`config.mk`:
```
export PLATFORM = sky130hd
export DESIGN_NAME = svm_linear_classifier
export DESIGN_NICKNAME = d
export VERILOG_FILES = /design/src/rtl/svm_pkg.sv /design/src/rtl/svm_mac_lane.sv /design/src/rtl/svm_linear_classifier.sv
export SDC_FILE = /design/constraint.sdc
export NUM_CORES = 2
export LEC_CHECK = 0
export BUFFER_PORTS_ARGS = -buffer_cell sky130_fd_sc_hd__buf_2
export CORE_UTILIZATION = 65
export DETAILED_ROUTE_END_ITERATION = 8
export PLACE_DENSITY = 0.85
export REMOVE_ABC_BUFFERS = 1
export SLEW_MARGIN = 20
export SYNTH_ARGS = -nofsm -noshare
export SYNTH_HDL_FRONTEND = slang
export SYNTH_SLANG_ARGS = --single-unit
```
`constraint.sdc`:
```
create_clock -name clk -period 9.05 [get_ports clk]
set_clock_uncertainty 0.1 [all_clocks]
set_input_delay 0.905 -clock clk [delete_from_list [all_inputs] [get_ports clk]]
set_output_delay 0.905 -clock clk [all_outputs]
set_load 0.02 [all_outputs]
```
`src/rtl/svm_pkg.sv`:
```
// Shared types and helpers for the linear SVM classifier.
package svm_pkg;

    typedef enum logic [1:0] {
        IDLE   = 2'd0,
        ACCUM  = 2'd1,
        DECIDE = 2'd2,
        OUTPUT = 2'd3
    } svm_state_e;

    // Width of an index into `value` entries, never narrower than one bit.
    function automatic int clog2_min1(input int value);
        return (value <= 1) ? 1 : $clog2(value);
    endfunction

endpackage

```
`src/rtl/svm_mac_lane.sv`:
```
// One class lane: weight/bias register file plus a signed multiply-accumulate.
module svm_mac_lane #(
    parameter int N_FEAT = 16,
    parameter int FEAT_W = 8,
    parameter int W_W    = 8,
    parameter int ACC_W  = 22,
    parameter int IDX_W  = 5
) (
    input  logic                     clk,
    input  logic                     rst_n,
    input  logic                     wr_en,
    input  logic [IDX_W-1:0]         wr_idx,
    input  logic signed [W_W-1:0]    wr_data,
    input  logic                     load,
    input  logic                     mac_en,
    input  logic [IDX_W-1:0]         feat_idx,
    input  logic signed [FEAT_W-1:0] feat_data,
    output logic signed [ACC_W-1:0]  acc
);

    localparam int PROD_W = FEAT_W + W_W;

    // Entries 0..N_FEAT-1 are weights, entry N_FEAT is the bias.
    logic signed [W_W-1:0]    weight [N_FEAT+1];
    logic signed [W_W-1:0]    bias_now;
    logic signed [W_W-1:0]    weight_sel;
    logic signed [PROD_W-1:0] prod;

    always_ff @(posedge clk or negedge rst_n) begin
        if (!rst_n) begin
            for (int i = 0; i <= N_FEAT; i++) weight[i] <= '0;
        end else begin
            for (int i = 0; i <= N_FEAT; i++) begin
                if (wr_en && wr_idx == IDX_W'(i)) weight[i] <= wr_data;
            end
        end
    end

    // A bias written in the same cycle as the load is forwarded into the accumulator.
    assign bias_now   = (wr_en && wr_idx == IDX_W'(N_FEAT)) ? wr_data : weight[N_FEAT];
    assign weight_sel = weight[feat_idx];
    assign prod       = PROD_W'(feat_data) * PROD_W'(weight_sel);

    always_ff @(posedge clk or negedge rst_n) begin
        if (!rst_n) begin
            acc <= '0;
        end else if (load) begin
            acc <= ACC_W'(bias_now);
        end else if (mac_en) begin
            acc <= acc + ACC_W'(prod);
        end
    end

endmodule

```
`src/rtl/svm_linear_classifier.sv`:
```
// Streaming linear SVM: per-class MAC lanes, then a serial arg-max (or sign in binary mode).
module svm_linear_classifier
    import svm_pkg::*;
#(
    parameter int N_FEAT  = 16,
    parameter int N_CLASS = 4,
    parameter int FEAT_W  = 8,
    parameter int W_W     = 8,
    localparam int ACC_W  = FEAT_W + W_W + $clog2(N_FEAT + 1) + 1,
    localparam int CLS_W  = clog2_min1(N_CLASS),
    localparam int IDX_W  = clog2_min1(N_FEAT + 1)
) (
    input  logic                     clk,
    input  logic                     rst_n,
    input  logic                     start,
    output logic                     busy,
    input  logic signed [FEAT_W-1:0] feat_data,
    input  logic                     feat_valid,
    output logic                     feat_ready,
    input  logic                     wr_en,
    input  logic [CLS_W-1:0]         wr_class,
    input  logic [IDX_W-1:0]         wr_idx,
    input  logic signed [W_W-1:0]    wr_data,
    output logic [CLS_W-1:0]         label,
    output logic signed [ACC_W-1:0]  score,
    output logic                     label_valid,
    input  logic                     label_ready,
    output svm_state_e               dbg_state
);

    // Handshakes: a feature moves on a cycle with feat_valid && feat_ready, a result
    // on a cycle with label_valid && label_ready; while valid is high the payload holds.

    svm_state_e               state, next_state;
    logic [IDX_W-1:0]         feat_cnt;
    logic [CLS_W-1:0]         cls_cnt;
    logic [CLS_W-1:0]         best_label;
    logic signed [ACC_W-1:0]  best_score;
    logic signed [ACC_W-1:0]  acc_sel;
    logic signed [ACC_W-1:0]  acc [N_CLASS];
    logic                     accept;
    logic                     feat_fire;
    logic                     feat_last;
    logic                     cls_last;
    logic                     wr_ok;

    assign accept    = (state == IDLE) && start;
    assign feat_fire = (state == ACCUM) && feat_valid;
    assign feat_last = (feat_cnt == IDX_W'(N_FEAT - 1));
    assign cls_last  = (cls_cnt == CLS_W'(N_CLASS - 1));
    assign wr_ok     = wr_en && (state == IDLE);
    assign acc_sel   = acc[cls_cnt];

    for (genvar c = 0; c < N_CLASS; c++) begin : g_lane
        svm_mac_lane #(
            .N_FEAT (N_FEAT),
            .FEAT_W (FEAT_W),
            .W_W    (W_W),
            .ACC_W  (ACC_W),
            .IDX_W  (IDX_W)
        ) u_lane (
            .clk       (clk),
            .rst_n     (rst_n),
            .wr_en     (wr_ok && (wr_class == CLS_W'(c))),
            .wr_idx    (wr_idx),
            .wr_data   (wr_data),
            .load      (accept),
            .mac_en    (feat_fire),
            .feat_idx  (feat_cnt),
            .feat_data (feat_data),
            .acc       (acc[c])
        );
    end

    always_ff @(posedge clk or negedge rst_n) begin
        if (!rst_n) state <= IDLE;
        else        state <= next_state;
    end

    always_comb begin
        next_state = state;
        case (state)
            IDLE:    if (start) next_state = ACCUM;
            ACCUM:   if (feat_valid && feat_last) next_state = DECIDE;
            DECIDE:  if (cls_last) next_state = OUTPUT;
            OUTPUT:  if (label_valid && label_ready) next_state = IDLE;
            default: next_state = IDLE;
        endcase
    end

    always_comb begin
        busy       = (state != IDLE);
        feat_ready = (state == ACCUM);
        dbg_state  = state;
    end

    // The first OUTPUT cycle copies the scan result into the held output registers.
    always_ff @(posedge clk or negedge rst_n) begin
        if (!rst_n) begin
            feat_cnt    <= '0;
            cls_cnt     <= '0;
            best_label  <= '0;
            best_score  <= '0;
            label       <= '0;
            score       <= '0;
            label_valid <= 1'b0;
        end else begin
            if (feat_fire) feat_cnt <= feat_last ? '0 : feat_cnt + IDX_W'(1);
            if (state == DECIDE) begin
                cls_cnt <= cls_last ? '0 : cls_cnt + CLS_W'(1);
                if (N_CLASS == 1) begin
                    best_label <= CLS_W'(!acc_sel[ACC_W-1]);
                    best_score <= acc_sel;
                end else if (cls_cnt == '0 || acc_sel > best_score) begin
                    best_label <= cls_cnt;
                    best_score <= acc_sel;
                end
            end
            if (state == OUTPUT) begin
                if (!label_valid) begin
                    label       <= best_label;
                    score       <= best_score;
                    label_valid <= 1'b1;
                end else if (label_ready) begin
                    label_valid <= 1'b0;
                end
            end
        end
    end

endmodule

```
## Yosys cells after proc, flatten, opt, wreduce, memory -nomap -nowiden

Cells that the tools add are included.
W data, S select, Z words.

- Register bits after elaboration: 690
- Latch bits: 0
- RAM bits: 0
- Bits in read-only memories: 0
- Bits of input ports: 29
- Output and inout port bits: 29
- Word-level logic and storage cells: 247
- Memories kept: 0

- Add/subtract/negate cells: 6
- Multipliers: 4
- Div/mod/pow operators: 0
- Order comparisons: 3
- Equal/unequal tests: 28
- Shifts and indexed selects: 0
- Multiplexer cells: 36
- Bitwise logic cells: 3
- Reduce and logical (&&, ||, !) cells: 87

Operators with widths:

| kind | count |
|---|---|
| $mux W22 | 10 |
| $bmux W8 S5 | 4 |
| $mux W8 | 12 |
| $add A22 B16 Y22 | 4 |
| $logic_and A1 B1 Y1 | 77 |
| $mul A8 B8 Y16 | 4 |
| $eq A5 B4 Y1 const B | 9 |
| $bmux W22 S2 | 1 |
| $gt A22 B22 Y1 | 1 |
| $eq A5 B3 Y1 const B | 4 |
| $eq A2 B2 Y1 const B | 5 |
| $eq A5 B2 Y1 const B | 2 |
| $mux W2 | 5 |
| $pmux W2 S4 | 1 |
| $ge A6 B6 Y1 const B | 1 |
| $logic_not A2 Y1 | 3 |
| $ne A2 B2 Y1 const B | 3 |
| $not A5 Y6 | 1 |
| $add A5 B1 Y5 const B | 1 |
| $eq A5 B1 Y1 const B | 1 |
| $eq A5 B5 Y1 const B | 1 |
| $logic_not A5 Y1 | 1 |
| $mux W5 | 1 |
| $eq A2 B1 Y1 const B | 2 |
| 10 further kinds | 13 |

## Depth between registers and ports, before layout

- Depth in word-level cells: 8
- Depth in mapped cells: 24
- Depth with buffers taken out: 21

## Hierarchy

Synthesis repeated with hierarchy kept, for this count alone.

- Cells, all modules: 3807
- Area, all modules: 48019.8 µm²

By module, submodules not included:

| module | times used | cells an instance | area an instance (µm²) | sequential area each (µm²) |
|---|---|---|---|---|
| svm_mac_lane (g_lane[1].u_lane) | 1 | 913 | 11188.2 | 3953.8 |
| svm_mac_lane (g_lane[0].u_lane) | 1 | 876 | 11153.2 | 3953.8 |
| svm_mac_lane (g_lane[2].u_lane) | 1 | 872 | 11071.9 | 3953.8 |
| svm_mac_lane (g_lane[3].u_lane) | 1 | 855 | 11071.9 | 3953.8 |
| svm_linear_classifier | 1 | 291 | 3534.6 | 1451.4 |

## Least setup slack after synthesis

No wires, ideal clock.

- Kind: reg-to-reg
- Start: register feat_cnt[0]
- End: register g_lane[1].u_lane.acc[19]
- Library setup time: 0.122 ns
- Data arrival time: 7.005 ns
- Data required time: 8.828 ns
- Setup slack: 1.823 ns
- Cell stages (with the launch flop): 22
- Buffers on the path: 3
- Clock period less this slack: 7.227 ns
- Cells stage by stage: dfrtp_1 -> clkbuf_1 -> buf_2 -> buf_2 -> mux4_2 -> mux4_2 -> a22o_1 -> and2_1 -> fa_1 -> inv_1 -> fa_1 -> inv_1 -> fa_1 -> fa_1 -> ha_1 -> ha_1 -> and4_1 -> a221oi_1 -> a31oi_1 -> or4_1 -> a211o_1 -> o2111a_1

- Word-level cells in the longest chain between the ends: 8

Ends and longest elaborated chain:

| item | RTL line | source |
|---|---|---|
| from (decl) | svm_linear_classifier.sv:35 | `logic [IDX_W-1:0] feat_cnt;` |
| from (signal assigned) | svm_linear_classifier.sv:108 | `if (feat_fire) feat_cnt <= feat_last ? '0 : feat_cnt + IDX_W'(1);` |
| $not A5 Y6 (not written as such) | svm_mac_lane.sv:41 | `assign weight_sel = weight[feat_idx];` |
| $bmux W8 S5 | svm_mac_lane.sv:41 |  |
| $mux W8 (not written as such) (2 in series) | svm_mac_lane.sv:41 |  |
| $mul A8 B8 Y16 | svm_mac_lane.sv:42 | `assign prod = PROD_W'(feat_data) * PROD_W'(weight_sel);` |
| $add A22 B16 Y22 | svm_mac_lane.sv:50 | `acc <= acc + ACC_W'(prod);` |
| $mux W22 | svm_mac_lane.sv:49 | `end else if (mac_en) begin` |
| $mux W22 | svm_mac_lane.sv:47 | `end else if (load) begin` |
| to (signal assigned) | svm_mac_lane.sv:48 | `acc <= ACC_W'(bias_now);` |
| to (signal assigned) | svm_mac_lane.sv:50 |  |
| to (decl) | svm_mac_lane.sv:18 | `output logic signed [ACC_W-1:0] acc` |

Every way passes these cells. The select of a mux whose other input is x is not followed.
A chain may end at the register's enable or synchronous reset.

## Worst setup path in the final report

- Start: register feat_cnt[0]
- End: register g_lane[1].u_lane.acc[20]

Same word-level chain as after synthesis.

==> impl_metrics.toml <==
[synth]
synth_seq_cells = 690
ys_types = 68
ys_top_cells_by_area = "dfrtp_1 37%, fa_1 16%, mux2_2 14%, mux4_2 8.7%, ha_1 6.1%"
synth_top_area_share = 0.367
syn_avg_cell_area_um2 = 12.5
yosysSeqAreaShare = 0.367
synth_edf_count = 0
netlist_area_um2 = 47000
yosys_warnings = 0
syn_inst = 3766
synthFlopType = "dfrtp_1"
postSynth.asyncResetShare = 1.00
synth.largest_area_cell = "dfrtp_1"

[cts]
cts_buffer_depth = 3
ctsResizeCount = 0
cts_root_buf = "clkbuf_16"
postCtsSetupBuffers = 0
clk_latency_ns = 0.65
htree_num_levels = 3
path_clk_slew_ns = 0.06
clock-sinks = 690
numCtsBuffers = 75
tritoncts = "done"
hold_buffers = 0

[layout]
fillCellCount = 4593
area_growth_pct = 8.08
seqCellArea_um2 = 17300
most-common-layout-cells = "687 x dfrtp_1, 569 x mux2_2, 402 x inv_1"
finalNetCount = 4416
drive_gt1_frac = 0.268
layout_commonest_cell = "dfrtp_1"
multi_input_comb_area_um2 = 27500

[pwr]
p_leak_nw = 25.4
power_density_nw_per_um2 = 230
peakVddDrop_mv = 0.250

[drt]
wl_per_cell_um = 24.1
wl_um = 115000
viasPerCell = 6.35
drt_iter0_drc = 2224
ant_nets = 0
drc = 0
first_pass_iters = 5
vias = 30400

[timing]
layout_setup_ws_ns = 0.774
fmax_ghz = 0.121
tns_ns = 0
rsz0062_at_grt = "false"
fin_crit_ns = 8.28
tightest_slew_ns = 1.11
period_share = 0.914
relSlewSlack = 0.257
hold_viol = 0
final-setup-viol-count = 0
maxSlewViolCount = 0

[die]
dieArea_um2 = 73400
die_height_um = 271
placementRows = 98
start_util = 0.658
core-area_um2 = 71500
dieWidth_um = 271
boundaryPins = 58

[worst_setup_path]
cp_slowest_stage_delay_ns = 0.99
crit_arrival_ns = 8.64
crit_required_ns = 9.41
crit_path_cell_trace = "buf_12 > mux4_2 > mux4_2 > a22o_1 > and2_1 > fa_1 > inv_1 > fa_1 > inv_1 > fa_1 > fa_1 > ha_1 > ha_1 > and4_1 > a221oi_1 > nor3b_1 > o21ai_0 > nand3_1 > mux2i_1 > o22ai_1"
worst_path_max_delay_cell = "dfrtp_4"
critPathKind = "flop to flop"
cp_max_fo = 40
r2r_setup_slack_ns = 0.77
cpMostUsedCell = "fa_1"
endpoint_kind = "flop"
crit_path_start_kind = "flop"

[worst_hold_path]
hp-class = "primary input to async pin"

[place]
io_buffers = 57
place.detailed.hpwl_um = 80100
place.gp.congestion = 0.950
dp_slack_ns = 0.868

[grt]
grt_usage = 0.329
grt_use_met3 = 0.0548
grt_max_degree = 190
grt.overflow.total = 0
antenna_found_initial = 1
grt_pass1_vias = 33300
grt_pass1_wl_um = 187000
globalRouteMet1Util = 0.433
met2_usage = 0.536
grt.busiest_layer = "met2"

[run]
cap_violations = 0

[status]
status = "complete, no violations"
-- cell type report --
cell class / count / area share
clock buffer: 108 / 0.0429
inverter: 404 / 0.0298
clock inverter: 29 / 0.00670
sequential: 690 / 0.340
timing repair buffer: 111 / 0.0154
antenna: 2 / 0.0000985
multi-input combinational: 2491 / 0.542
tap: 950 / 0.0234
-- layer usage --
| metal | vias up | part of all wire | routed length [µm] |
|---|---|---|---|
| met2 | 1257 | 0.49 | 56200 |
| met5 | - | 0.000087 | 10 |
| met4 | 2 | 0.052 | 5970 |
| met1 | 15800 | 0.40 | 45600 |
| li1 | 12900 | - | - |
| met3 | 370 | 0.064 | 7330 |
-- final timing paths --
path | cells past startpoint | from | to
setup / recovery | 20 | feat_cnt[0] | g_lane[1].u_lane.acc[20]
hold / removal | 1 | rst_n | g_lane[0].u_lane.acc[17]
setup reg to reg | 20 | feat_cnt[0] | g_lane[1].u_lane.acc[20]
hold reg to reg | 2 | score[20] | score[20]
max in group asynchronous | 4 | rst_n | g_lane[0].u_lane.weight[17]
min in group clk | 2 | score[20] | score[20]
-- logic make-up (layout without fill, tap and decap cells) --
group           count (synthesis)  count (layout)  synth area share
buf+inv                       585             652            0.0478
fa+ha+maj                     614             614             0.225
mux                           766             766             0.227
flops                         690             690             0.367
simple gates                  653             653            0.0680
compound gates                382             382            0.0510
other cells                     0               2                 0
xor+xnor                       76              76            0.0145
-- state kept, by name, summed over array words and instances (netlist names) --
name,count
best_label,2
label_valid,1
g_lane.u_lane.acc,88
cls_cnt,2
feat_cnt,5
best_score,22
label,2
dbg_state,2
g_lane.u_lane.weight,544
score,22
-- stage by stage --
stage                     instances  hold WS, ns  total power (W)  utilization  area (µm²)
after floorplan                3585        0.374          0.00717            -       46300
after global placement         4645        0.357          0.00835        0.675       48300
after detailed placement       4645        0.366          0.00854        0.675       48300
after CTS                      4782        0.144           0.0117        0.710       50800
after global routing           4783        0.160           0.0124        0.711       50800
final                          4785        0.117           0.0117        0.711       50800
-- synthesized netlist by cell type (17+ instances only) --
master	instances
a211oi_1	18
a21o_1	21
a21oi_1	105
a31oi_1	36
and2_1	18
buf_2	23
clkbuf_1	140
dfrtp_1	690
fa_1	384
ha_1	230
inv_1	402
mux2_2	569
mux4_2	182
nand2_1	229
nand2b_1	57
nand3_1	17
nor2_1	131
nor2b_1	127
nor3_1	18
o21ai_0	117
xnor2_1	47
xor2_1	28
-- power by group --
part           internal, W  switching (W)
combinational      0.00195        0.00255
clock              0.00176        0.00135
sequential         0.00352       0.000543
-- worst max-delay path, delay by kind of cell (launching register included) --
kind / cells / cell delay, ns
buffers and inverters: 3 / 0.47
adder cells (fa/ha/maj): 6 / 2.72
multiplexers: 3 / 1.26
AND/OR/NAND/NOR: 4 / 1.28
AO/OA/AOI/OAI: 4 / 1.19
flip-flops: 1 / 0.99
No activity file was read; power rests on OpenSTA's default activity.
